File: config.mk
export PLATFORM = sky130hd
export DESIGN_NAME = tick_timer_scheduler
export DESIGN_NICKNAME = d
export VERILOG_FILES = /design/src/rtl/sched_pkg.sv /design/src/rtl/tick_prescaler.sv /design/src/rtl/tick_timer_scheduler.sv
export SDC_FILE = /design/constraint.sdc
export NUM_CORES = 1
export LEC_CHECK = 0
export CORE_ASPECT_RATIO = 0.9
export CORE_UTILIZATION = 61
export CTS_CLUSTER_SIZE = 16
export DETAILED_ROUTE_END_ITERATION = 8
export PLACE_DENSITY = 0.88
export SLEW_MARGIN = 10
export SYNTH_ARGS = -nofsm -noshare
export SYNTH_HDL_FRONTEND = slang
export SYNTH_SLANG_ARGS = --single-unit
File: constraint.sdc
create_clock -name clock_i -period 8.8 [get_ports clock_i]
set_input_delay 2.64 -clock clock_i [delete_from_list [all_inputs] [get_ports clock_i]]
set_output_delay 2.64 -clock clock_i [all_outputs]
set_load 0.01 [all_outputs]
File: src/rtl/sched_pkg.sv
// sched_pkg: shared types, defaults and helpers for tick_timer_scheduler.
// Holds the channel state encoding and the prescaler width helper.
`default_nettype none
package sched_pkg;

    localparam int unsigned CLK_HZ_DEFAULT  = 72000000;
    localparam int unsigned TICK_HZ_DEFAULT = 1;

    typedef enum logic [0:0] {
        CH_IDLE = 1'b0,
        CH_RUN  = 1'b1
    } ch_state_e;

    // Prescaler counter width for a CLK_HZ -> TICK_HZ division (DIV >= 2).
    function automatic int unsigned clog2_div(input int unsigned clk_hz, input int unsigned tick_hz);
        return $clog2(clk_hz / tick_hz);
    endfunction

endpackage
`default_nettype wire

File: src/rtl/tick_prescaler.sv
// tick_prescaler: divides clock by DIV = CLK_HZ/TICK_HZ into a registered 1-cycle tick.
// strobe_o is the unregistered wrap condition, i.e. the cycle in which tick is being set.
`default_nettype none
module tick_prescaler
    import sched_pkg::*;
#(
    parameter int unsigned CLK_HZ  = CLK_HZ_DEFAULT,
    parameter int unsigned TICK_HZ = TICK_HZ_DEFAULT
) (
    input  logic clock_i,
    input  logic reset_i,
    input  logic enable_i,
    output logic strobe_o,
    output logic tick_o
);
    localparam int unsigned DIV   = CLK_HZ / TICK_HZ;
    localparam int unsigned CNT_W = clog2_div(CLK_HZ, TICK_HZ);
    localparam logic [CNT_W-1:0] LAST = CNT_W'(DIV - 1);

    logic [CNT_W-1:0] cnt_q, cnt_d;
    logic             tick_q;

    assign strobe_o = enable_i && (cnt_q == LAST);

    always_comb begin
        cnt_d = cnt_q;
        if (enable_i) begin
            cnt_d = strobe_o ? '0 : cnt_q + CNT_W'(1);
        end
    end

    always_ff @(posedge clock_i or posedge reset_i) begin
        if (reset_i) begin
            cnt_q  <= '0;
            tick_q <= 1'b0;
        end else begin
            cnt_q  <= cnt_d;
            tick_q <= strobe_o;
        end
    end

    assign tick_o = tick_q;

endmodule
`default_nettype wire

File: src/rtl/tick_timer_scheduler.sv
// tick_timer_scheduler: N_CH countdown timers on one shared timebase, loaded via a round-robin req/ack arbiter.
// Define SCHED_AUTO_RELOAD_EN to add the periodic input and per-channel auto-reload.
`default_nettype none
module tick_timer_scheduler
    import sched_pkg::*;
#(
    parameter int unsigned CLK_HZ  = CLK_HZ_DEFAULT,
    parameter int unsigned TICK_HZ = TICK_HZ_DEFAULT,
    parameter int unsigned N_CH    = 4,
    parameter int unsigned SEC_W   = 8
) (
    input  logic                    clock_i,
    input  logic                    reset_i,
    input  logic                    enable_i,
    input  logic [N_CH-1:0]         req_i,
    input  logic [N_CH*SEC_W-1:0]   load_sec_i,
    input  logic [N_CH-1:0]         cancel_i,
`ifdef SCHED_AUTO_RELOAD_EN
    input  logic [N_CH-1:0]         periodic_i,
`endif
    output logic [N_CH-1:0]         ack_o,
    output logic [N_CH-1:0]         busy_o,
    output logic [N_CH-1:0]         done_o,
    output logic                    tick_o
);
    localparam int unsigned PTR_W = $clog2(N_CH);
    localparam int          NCH_I = int'(N_CH);

    logic             strobe;
    logic [N_CH-1:0]  eligible;
    logic [N_CH-1:0]  ack_q, ack_d;
    logic [PTR_W-1:0] ptr_q, ptr_d;

    tick_prescaler #(
        .CLK_HZ  (CLK_HZ),
        .TICK_HZ (TICK_HZ)
    ) u_prescaler (
        .clock_i  (clock_i),
        .reset_i  (reset_i),
        .enable_i (enable_i),
        .strobe_o (strobe),
        .tick_o   (tick_o)
    );

    // A channel whose ack is already out is masked so a late-dropping req cannot double-load.
    assign eligible = req_i & ~cancel_i & ~ack_q;

    always_comb begin
        ack_d = '0;
        ptr_d = ptr_q;
        for (int k = 0; k < NCH_I; k++) begin
            if ((ack_d == '0) && eligible[(int'(ptr_q) + k) % NCH_I]) begin
                ack_d[(int'(ptr_q) + k) % NCH_I] = 1'b1;
                ptr_d = PTR_W'((int'(ptr_q) + k + 1) % NCH_I);
            end
        end
    end

    always_ff @(posedge clock_i or posedge reset_i) begin
        if (reset_i) begin
            ack_q <= '0;
            ptr_q <= '0;
        end else begin
            ack_q <= ack_d;
            ptr_q <= ptr_d;
        end
    end

    assign ack_o = ack_q;

    for (genvar i = 0; i < N_CH; i++) begin : g_ch
        ch_state_e        state_q, state_d;
        logic [SEC_W-1:0] cnt_q, cnt_d, load_w;
        logic             done_q, done_d;
`ifdef SCHED_AUTO_RELOAD_EN
        logic [SEC_W-1:0] reload_q, reload_d;
`endif

        assign load_w = load_sec_i[i*SEC_W +: SEC_W];

        // Priority: cancel, then load, then tick; a load in a tick cycle swallows that tick.
        always_comb begin
            state_d = state_q;
            cnt_d   = cnt_q;
            done_d  = 1'b0;
`ifdef SCHED_AUTO_RELOAD_EN
            reload_d = reload_q;
`endif
            if (cancel_i[i]) begin
                state_d = CH_IDLE;
                cnt_d   = '0;
            end else if (ack_d[i]) begin
`ifdef SCHED_AUTO_RELOAD_EN
                reload_d = load_w;
`endif
                if (load_w != '0) begin
                    state_d = CH_RUN;
                    cnt_d   = load_w;
                end else begin
                    state_d = CH_IDLE;
                    cnt_d   = '0;
                    done_d  = 1'b1;
                end
            end else if (strobe && (state_q == CH_RUN)) begin
                if (cnt_q == SEC_W'(1)) begin
                    done_d = 1'b1;
`ifdef SCHED_AUTO_RELOAD_EN
                    if (periodic_i[i]) begin
                        cnt_d = reload_q;
                    end else begin
                        state_d = CH_IDLE;
                        cnt_d   = '0;
                    end
`else
                    state_d = CH_IDLE;
                    cnt_d   = '0;
`endif
                end else begin
                    cnt_d = cnt_q - SEC_W'(1);
                end
            end
        end

        always_ff @(posedge clock_i or posedge reset_i) begin
            if (reset_i) begin
                state_q <= CH_IDLE;
                cnt_q   <= '0;
                done_q  <= 1'b0;
`ifdef SCHED_AUTO_RELOAD_EN
                reload_q <= '0;
`endif
            end else begin
                state_q <= state_d;
                cnt_q   <= cnt_d;
                done_q  <= done_d;
`ifdef SCHED_AUTO_RELOAD_EN
                reload_q <= reload_d;
`endif
            end
        end

        assign busy_o[i] = (state_q == CH_RUN);
        assign done_o[i] = done_q;
    end

endmodule
`default_nettype wire

======== Word-level counts from Yosys, hierarchy flattened ========
Index checks and enable logic that the tools add are counted.
storage, ports and cells
  bits in registers ....................... 74
  input bits .............................. 43
  output and inout port bits .............. 13
  word-level logic and storage cells ...... 173
operators by class
  add/subtract/negate cells ............... 11
  magnitude comparators ................... 8
  equal/unequal tests ..................... 5
  mux-type cells .......................... 88
  bitwise operators ....................... 10
  reductions and logical operators ........ 35
operators by type and width
  kind                                                                number
  two-way mux 8 bit                                                   20
  two-way mux 1 bit                                                   51
  == test 8 x 1 -> 1 bit (second input constant)                      4
  nonzero test 8 bit                                                  4
  subtractor 8 x 1 -> 8 bit (second input constant)                   4
  adder 27 x 1 -> 27 bit (second input constant)                      1
  == test 27 bit (second input constant)                              1
  two-way mux 27 bit                                                  1
  nonzero test 3 bit                                                  8
  two-way mux 4 bit                                                   4
  logical AND 1 bit                                                   12
  zero test 4 bit                                                     3
  less-than comparator 3 x 4 -> 1 bit (second input constant)         3
  bitwise OR 4 bit                                                    3
  greater-or-equal comparator 3 x 1 -> 1 bit (second input constant)  3
  adder 2 x 1 -> 2 bit (second input constant)                        4
  AND 4 bit                                                           2
  binary-select mux 1 bit (select 2 bit)                              4
  demux 1 bit (select 2 bit)                                          4
  two-way mux 2 bit                                                   4
  inverter 4 bit                                                      2
  AND reduction 2 bit                                                 4
  OR reduction 2 bit                                                  3
  adder 2 bit (second input constant)                                 2
  other kinds (4)                                                     6

======== Logic depth before layout (Yosys ltp) ========
Gate-level depths: netlist of the first run.
  word-level depth ........................ 17
  mapped depth ............................ 13
  gate-level depth less buffers ........... 10

======== Hierarchy ========
A second synthesis of the first run with hierarchy kept.
second synthesis, totals
  cells, all modules ...................... 540
  area total of the unflattened synthesis .. 4834.6 um^2
by module, submodules not included
  module                instances  cells an instance  area each (um^2)  seq. area each (um^2)
  tick_timer_scheduler  1          402                3434.5            1151.1
  tick_prescaler        1          138                1400.1            700.7

======== Least setup slack after synthesis of the first run ========
No wires, ideal clock.
  kind .................................... in2reg
  from .................................... in cancel_i[2]
  to ...................................... reg g_ch[1].cnt_q[1]
  setup time .............................. 0.121 ns
  data arrival time ....................... 5.065 ns
  required time ........................... 8.679 ns
  slack ................................... 3.614 ns
  stages on the path ...................... 9
  path buffers ............................ 1
  path through ............................ or3b_2 > mux4_2 > a2111oi_4 > a211oi_1 > and3b_1 > a41o_1 > nor2b_1 > buf_6 > a22o_1
between the ends
  longest elaborated chain between the ends .. 17
  elaborated cells on any way between the ends .. 30
  classes of those cells .................. 17 x mux; 6 x bitwise; 7 x reduce/logical
ends and longest elaborated chain
  what                                     line                         source
  start, declared                          tick_timer_scheduler.sv:17   input logic [N_CH-1:0] cancel_i,
  inverter 4 bit (*)                       tick_timer_scheduler.sv:46   assign eligible = req_i & ~cancel_i & ~ack_q;
  AND 4 bit (*) (2 in series)              tick_timer_scheduler.sv:46
  binary-select mux 1 bit (select 2 bit)   tick_timer_scheduler.sv:52   if ((ack_d == '0) && eligible[(int'(ptr_q) + k) % NCH_I]) begin
  two-way mux 1 bit (implied by the code)  tick_timer_scheduler.sv:52
  two-way mux 4 bit                        tick_timer_scheduler.sv:52
  zero test 4 bit                          tick_timer_scheduler.sv:52
  logical AND 1 bit                        tick_timer_scheduler.sv:52
  two-way mux 4 bit                        tick_timer_scheduler.sv:52
  zero test 4 bit                          tick_timer_scheduler.sv:52
  logical AND 1 bit                        tick_timer_scheduler.sv:52
  two-way mux 4 bit                        tick_timer_scheduler.sv:52
  zero test 4 bit                          tick_timer_scheduler.sv:52
  logical AND 1 bit                        tick_timer_scheduler.sv:52
  two-way mux 4 bit (*)                    tick_timer_scheduler.sv:52
  via ack_d[1]                             tick_timer_scheduler.sv:31   logic [N_CH-1:0] ack_q, ack_d;
  two-way mux 8 bit                        tick_timer_scheduler.sv:92   end else if (ack_d[i]) begin
  two-way mux 8 bit                        tick_timer_scheduler.sv:89   if (cancel_i[i]) begin
  end signal, assigned                     tick_timer_scheduler.sv:134  cnt_q <= cnt_d;
  end, declared                            tick_timer_scheduler.sv:73   logic [SEC_W-1:0] cnt_q, cnt_d, load_w;
The timed path passes the listed nets; every way through them passes the cells marked *. The select of a mux whose other input is x is not followed.
A chain may end at the register's enable or synchronous reset.

======== Worst setup path in the final report of the first run ========
  from .................................... in cancel_i[2]
  to ...................................... reg g_ch[0].done_q
between the ends
  longest elaborated chain between the ends .. 17
  elaborated cells on any way between the ends .. 29
  classes of those cells .................. 17 x mux; 6 x bitwise; 6 x reduce/logical
ends and longest elaborated chain
  what                                     line                         source
  inverter 4 bit (*)                       tick_timer_scheduler.sv:46
  AND 4 bit (*) (2 in series)              tick_timer_scheduler.sv:46
  binary-select mux 1 bit (select 2 bit)   tick_timer_scheduler.sv:52
  two-way mux 1 bit (implied by the code)  tick_timer_scheduler.sv:52
  two-way mux 4 bit                        tick_timer_scheduler.sv:52
  zero test 4 bit                          tick_timer_scheduler.sv:52
  logical AND 1 bit                        tick_timer_scheduler.sv:52
  two-way mux 4 bit                        tick_timer_scheduler.sv:52
  zero test 4 bit                          tick_timer_scheduler.sv:52
  logical AND 1 bit                        tick_timer_scheduler.sv:52
  two-way mux 4 bit                        tick_timer_scheduler.sv:52
  zero test 4 bit                          tick_timer_scheduler.sv:52
  logical AND 1 bit                        tick_timer_scheduler.sv:52
  two-way mux 4 bit (*)                    tick_timer_scheduler.sv:52
  two-way mux 1 bit (*)                    tick_timer_scheduler.sv:92
  two-way mux 1 bit (*)                    tick_timer_scheduler.sv:89
  via g_ch[0].done_d                       tick_timer_scheduler.sv:74   logic done_q, done_d;
  end signal, assigned                     tick_timer_scheduler.sv:135  done_q <= done_d;
  end, declared                            tick_timer_scheduler.sv:74
Marked as above.

==> flow_summary.toml, run 1 <==
[run_status]
outcome = "complete, no violations"

[synthesis]
yosysUniqueCellTypes = 60
ys_ff_latch = 74
ys_top_cells_by_area = "dfrtp_1 (39%), nor2_1 (4.7%), ha_1 (4.2%), mux2i_1 (3.8%), nand2_1 (3.5%)"
synthCells = 521
ys_async_sr_fraction_pct = 100
yosysTopAreaCell = "dfrtp_1"
synth_top_cell_area_share_pct = 38.8
synth_nets = 580
synth_edf_count = 0
yosys_warnings = 0
yosysSeqAreaShare_pct = 38.8
synth_common_cells = "dfrtp_1 (74), nor2_1 (60), nand2_1 (44), nor3_1 (31), nand3_1 (23)"
yosysMostFrequentCell = "dfrtp_1"
syn_area_per_cell_um2 = 9.16
synth_ff_type = "dfrtp_1"
synth_area_um2 = 4770

[critical_path]
rrSetupSlack_ps = 4430
crit_fanout = 16
end_kind = "flip-flop"
worstSetupStartpointType = "primary input"
startpoint = "cancel_i[2]"
rr_startpoint = "ptr_q[0]"
crit_arrival_ps = 6420
critical_path_class = "in -> reg"
crit_required_ps = 9080

[layout]
final_area_um2 = 5560
fin_util_pct = 73.6
register_area_um2 = 1850
multi_input_area_um2 = 2710
fin_nets = 624
nFillCells = 556
layout-drive-gt1-share_pct = 7.89
antenna_cells = 0
syn_to_final_growth_pct = 16.4

[clock_tree]
clock_path_buffers = 2
cts-resized-gates = 0
cts_inserted_buffers = 9
post-cts-setup-buffers = 0
clk_latency_ps = 360
hold_buffers = 0
clock-sinks = 74
cts_max_level = 3
cts_tree = "yes"
root_buffer = "clkbuf_8"
path_clk_slew_ps = 80

[power_and_ir_drop]
p_per_area_nw_per_um2 = 292
intPower_uw = 934
seqPwrFrac_pct = 33.0
power_mw = 1.62
vdd_drop_max_v = 0.000161
power_switching_uw = 688
clockPowerShare_pct = 18.4
swShare_pct = 42.4
power_frac_comb_pct = 48.6
p_leak_nw = 2.36

[floorplanning]
io_pins = 56
rows = 30
dieArea_um2 = 8180
core_um2 = 7540
die_w_um = 95.2
die_h_um = 85.9
initial_core_util_pct = 63.3

[global_routing]
grt_max_degree = 75
grt_use_met2_pct = 47.5
antenna_found_initial = 0
grt_use_total_pct = 29.8
grt_overflow = 0
grt_pass1_vias = 4040
grt.met1_usage_pct = 41.5
busiest_layer = "met2"
grt_pass1_wl_um = 18900
grtUsageMet3_pct = 4.96

[sta]
finClkSkew_ps = 17.9
worstMarginPinSlew_ps = 1180
relSlewSlack_pct = 20.5
postLayoutSetupSlackWorst_ps = 2660
hold_viol = 0
setup_viol = 0
finalSetupTns_ps = 0
finalCriticalPeriod_ps = 6140
finalCritPeriodShare_pct = 69.8
final_max_slew_viol_count = 0
max_freq_ghz = 0.163
rsz0062_at_grt = "false"

[detailed_routing]
drc = 0
drt-initial-drc-count = 247
ant_nets = 0
dr.pass1.iters = 5
routedWlPerCell_um = 17.1
vias = 4192
wirelength_um = 11400
avgViaCountPerCell = 6.29

[placement]
hpwl_um = 8030
gp_congestion = 0.873
place_ws_ps = 2340
numPortBuffers = 55
place_area_um2 = 5330

[run]
maxCapViolCount = 0

[hold_path]
hold_class = "reg -> reg"
worst_hold_startpoint = "u_prescaler.cnt_q[20]"
-- cell families after synthesis --
kind of cell | after synthesis | synth area share, %
and+or+nand+nor | 242 | 26.4
AOI/OAI and AO/OA | 88 | 13.7
DFF | 74 | 38.8
buffers and inverters | 45 | 4.48
muxes | 32 | 8.02
xor gates and xnor gates | 24 | 4.40
adders and majority gates | 16 | 4.19
-- cell usage in the layout (no fill, tap or decap), drive strengths merged, types with 10 or more instances in the layout --
cell type      synthesis  routed
nand2                 44      44
mux2                  10      10
a21oi                 14      14
o21ai                 21      21
xnor2                 12      12
xor2                  12      12
nand4                 14      14
clkdlybuf4s50          0      55
inv                   19      21
nor4                  14      14
ha                    16      16
nor2                  61      61
dfrtp                 74      74
mux2i                 18      18
nand3                 23      23
nor3                  32      32
-- path summary, 6_finish.rpt --
kind / endpoint / depth (start not counted)
max: g_ch[0].done_q / 9
min: u_prescaler.cnt_q[20] / 1
max reg2reg: g_ch[0].done_q / 10
min reg2reg: u_prescaler.cnt_q[20] / 1
max in group asynchronous: u_prescaler.cnt_q[14] / 3
min in group asynchronous: g_ch[1].done_q / 3
-- worst max-delay path: stages --
cell and delay (ps):
clkdlybuf4s50_1 820, nor3b_1 170, mux4_2 580, and3_1 260
a22oi_1 190, o21ai_0 240, o41ai_4 1000, mux2_2 420
nor2_1 80
-- state kept, by name, indices dropped and copies added, names as in the netlist --
signal,count
ptr_q,2
u_prescaler.tick_o,1
ack_o,4
g_ch.state_q,4
g_ch.done_q,4
g_ch.cnt_q,32
u_prescaler.cnt_q,27
-- power groups by stage --
stage	combinational, mW	sequential [mW]	clock [mW]
floorplan	0.625	0.505	0
global route	0.877	0.547	0.316
CTS	0.781	0.531	0.301
global placement	0.750	0.530	0
finish	0.789	0.535	0.298
detailed placement	0.772	0.536	0
-- layer usage --
| metal | vias to the layer above | routed length, um | part of all wire, % |
|---|---|---|---|
| met1 | 2038 | 5170 | 45 |
| li1 | 1989 | - | - |
| met4 | 0 | 150 | 1.3 |
| met2 | 148 | 5380 | 47 |
| met3 | 17 | 689 | 6.0 |
| met5 | - | 0 | 0 |
-- per-stage QoR --
stage / hold slack [ps] / cells
detailed placement: 486 / 650
floorplan: 455 / 521
global route: 514 / 666
global placement: 475 / 650
CTS: 501 / 666
finish: 499 / 666
-- cell type report --
cell class / instances / area share (%)
clock inverters: 7 / 1.80
clock buffers: 9 / 2.23
well taps: 96 / 2.16
repair buffers: 58 / 10.3
flip-flops and latches: 74 / 33.3
inverters: 20 / 1.35
multi-input cells: 402 / 48.8
(Power assumes the default switching activity.)
==> run 2, diff against run 1 <==
- CORE_UTILIZATION: 61 -> 51
- PLACE_DENSITY: 0.88 -> 0.79
- clock period: 8.8 -> 4.9 ns (I/O delays scaled with it)
==> flow_summary.toml, run 2 (synthesized netlist as in run 1, its figures left out) <==
[clock_tree]
cts_max_level = 3
clock_path_buffers = 2
root_buffer = "clkbuf_8"
cts_inserted_buffers = 9
path_clk_slew_ps = 70
cts-resized-gates = 0
clock-sinks = 74
cts_tree = "yes"
clk_latency_ps = 360
hold_buffers = 0
post-cts-setup-buffers = 0

[detailed_routing]
drt-initial-drc-count = 291
ant_nets = 0
avgViaCountPerCell = 5.94
vias = 4157
dr.pass1.iters = 4
drc = 0
routedWlPerCell_um = 16.0
wirelength_um = 11200

[placement]
gp_congestion = 0.927
hpwl_um = 8160
numPortBuffers = 55

[hold_path]
worst_hold_startpoint = "u_prescaler.cnt_q[24]"
hold_depth = 1
hold_class = "reg -> reg"
min_to = "u_prescaler.cnt_q[24]"

[global_routing]
grt_overflow = 0
grt_use_total_pct = 24.3
antenna_found_initial = 0
grt_pass1_wl_um = 19100
grt_pass1_vias = 4094
grt_max_degree = 35

[critical_path]
crit_arrival_ps = 4650
worstSetupStartpointType = "primary input"
rr_startpoint = "ptr_q[0]"
crit_fanout = 9
rrSetupSlack_ps = 830
end_kind = "flip-flop"
crit_required_ps = 5190
critical_path_class = "in -> reg"
regToRegEndpoint = "g_ch[1].cnt_q[5]"
r2r_cells = 10

[layout]
antenna_cells = 0
nFillCells = 779
largest_register = "g_ch.cnt_q"
fin_nets = 633
syn_to_final_growth_pct = 17.9
largest_reg_flops = 32
layout_commonest_cell = "dfrtp_1"
largestRegisters = "g_ch.cnt_q (32), u_prescaler.cnt_q (27)"
fin_util_pct = 61.9
layout-drive-gt1-share_pct = 9.17
mostFrequentLayoutCells = "dfrtp_1 (74), nor2_1 (60), clkdlybuf4s50_1 (55)"

[sta]
relSlewSlack_pct = 26.5
rsz0062_at_grt = "false"
setup_viol = 0
finalCritPeriodShare_pct = 89.1
worstMarginPinSlew_ps = 1090
finClkSkew_ps = 12.1
max_freq_ghz = 0.229
final_max_slew_viol_count = 0
finalSetupTns_ps = 0
hold_viol = 0
finalCriticalPeriod_ps = 4360

[run]
maxCapViolCount = 0

[floorplanning]
initial_core_util_pct = 52.5
die_h_um = 93.8
rows = 33
io_pins = 56
core_um2 = 9080
dieArea_um2 = 9750
die_w_um = 104

[power_and_ir_drop]
p_leak_nw = 2.40
vdd_drop_max_v = 0.000277
p_per_area_nw_per_um2 = 511

[run_status]
outcome = "complete, no violations"
==> run 2: changes by cell type in the layout (fill, tap and decap cells not counted), sizes merged <==
cell and delta:
inv -2, buf +9, bufinv -1, clkbuf +1, clkinvlp -1, clkinv +2
==> run 2: how the worst max path moves through the flow <==
stage,startpoint,endpoint,slack (ps),cells past startpoint
detailed placement,cancel_i[2],g_ch[3].cnt_q[6],230,10
global route,cancel_i[1],g_ch[1].cnt_q[5],280,9
global placement,cancel_i[1],g_ch[3].cnt_q[4],270,10
finish,cancel_i[1],g_ch[1].cnt_q[5],540,8
CTS,cancel_i[1],g_ch[1].cnt_q[5],600,8
floorplan,cancel_i[2],g_ch[1].cnt_q[1],880,9
==> run 2: cell type report <==
cell class	instances	area, um^2	share of cell area (%)
clock buffers	10	138	2.45
clock inverters	5	55.1	0.979
inverters	20	75.1	1.33
multi-input cells	402	2710	48.2
flip-flops and latches	74	1850	32.9
well taps	122	153	2.71
repair buffers	67	641	11.4
==> run 2: per-stage QoR <==
step / setup slack [ps] / hold WS [ps] / std cells / total power, mW / area, um^2
2_1_floorplan: 884 / 455 / 521 / 2.03 / 4770
4_1_cts: 598 / 497 / 700 / 2.87 / 5630
3_3_place_gp: 267 / 474 / 685 / 2.35 / 5430
3_5_place_dp: 230 / 482 / 685 / 2.38 / 5430
5_1_grt: 280 / 526 / 700 / 3.10 / 5630
6_report: 535 / 497 / 700 / 2.88 / 5630
==> run 2: worst max-delay path, cell delays in order <==
cell	delay (ps)
clkdlybuf4s50_1	630
nor3b_1	130
mux4_2	560
and3_1	270
o21ai_0	530
a41o_1	240
nor2b_1	560
a22o_1	250
==> run 2: power by group <==
group	switching, mW	internal, mW
Clock	0.229	0.244
Combinational	0.795	0.651
Sequential	0.196	0.762
Total	1.22	1.66
==> run 2: metal layers <==
layer | GRT usage [%] | up-vias | share of wire [%]
met3 | 4.92 | 14 | 4.5
met1 | 31.6 | 2043 | 46
li1 | - | 2004 | -
met2 | 41.7 | 96 | 49
met5 | 0 | - | 0
met4 | 5.95 | 0 | 1.0
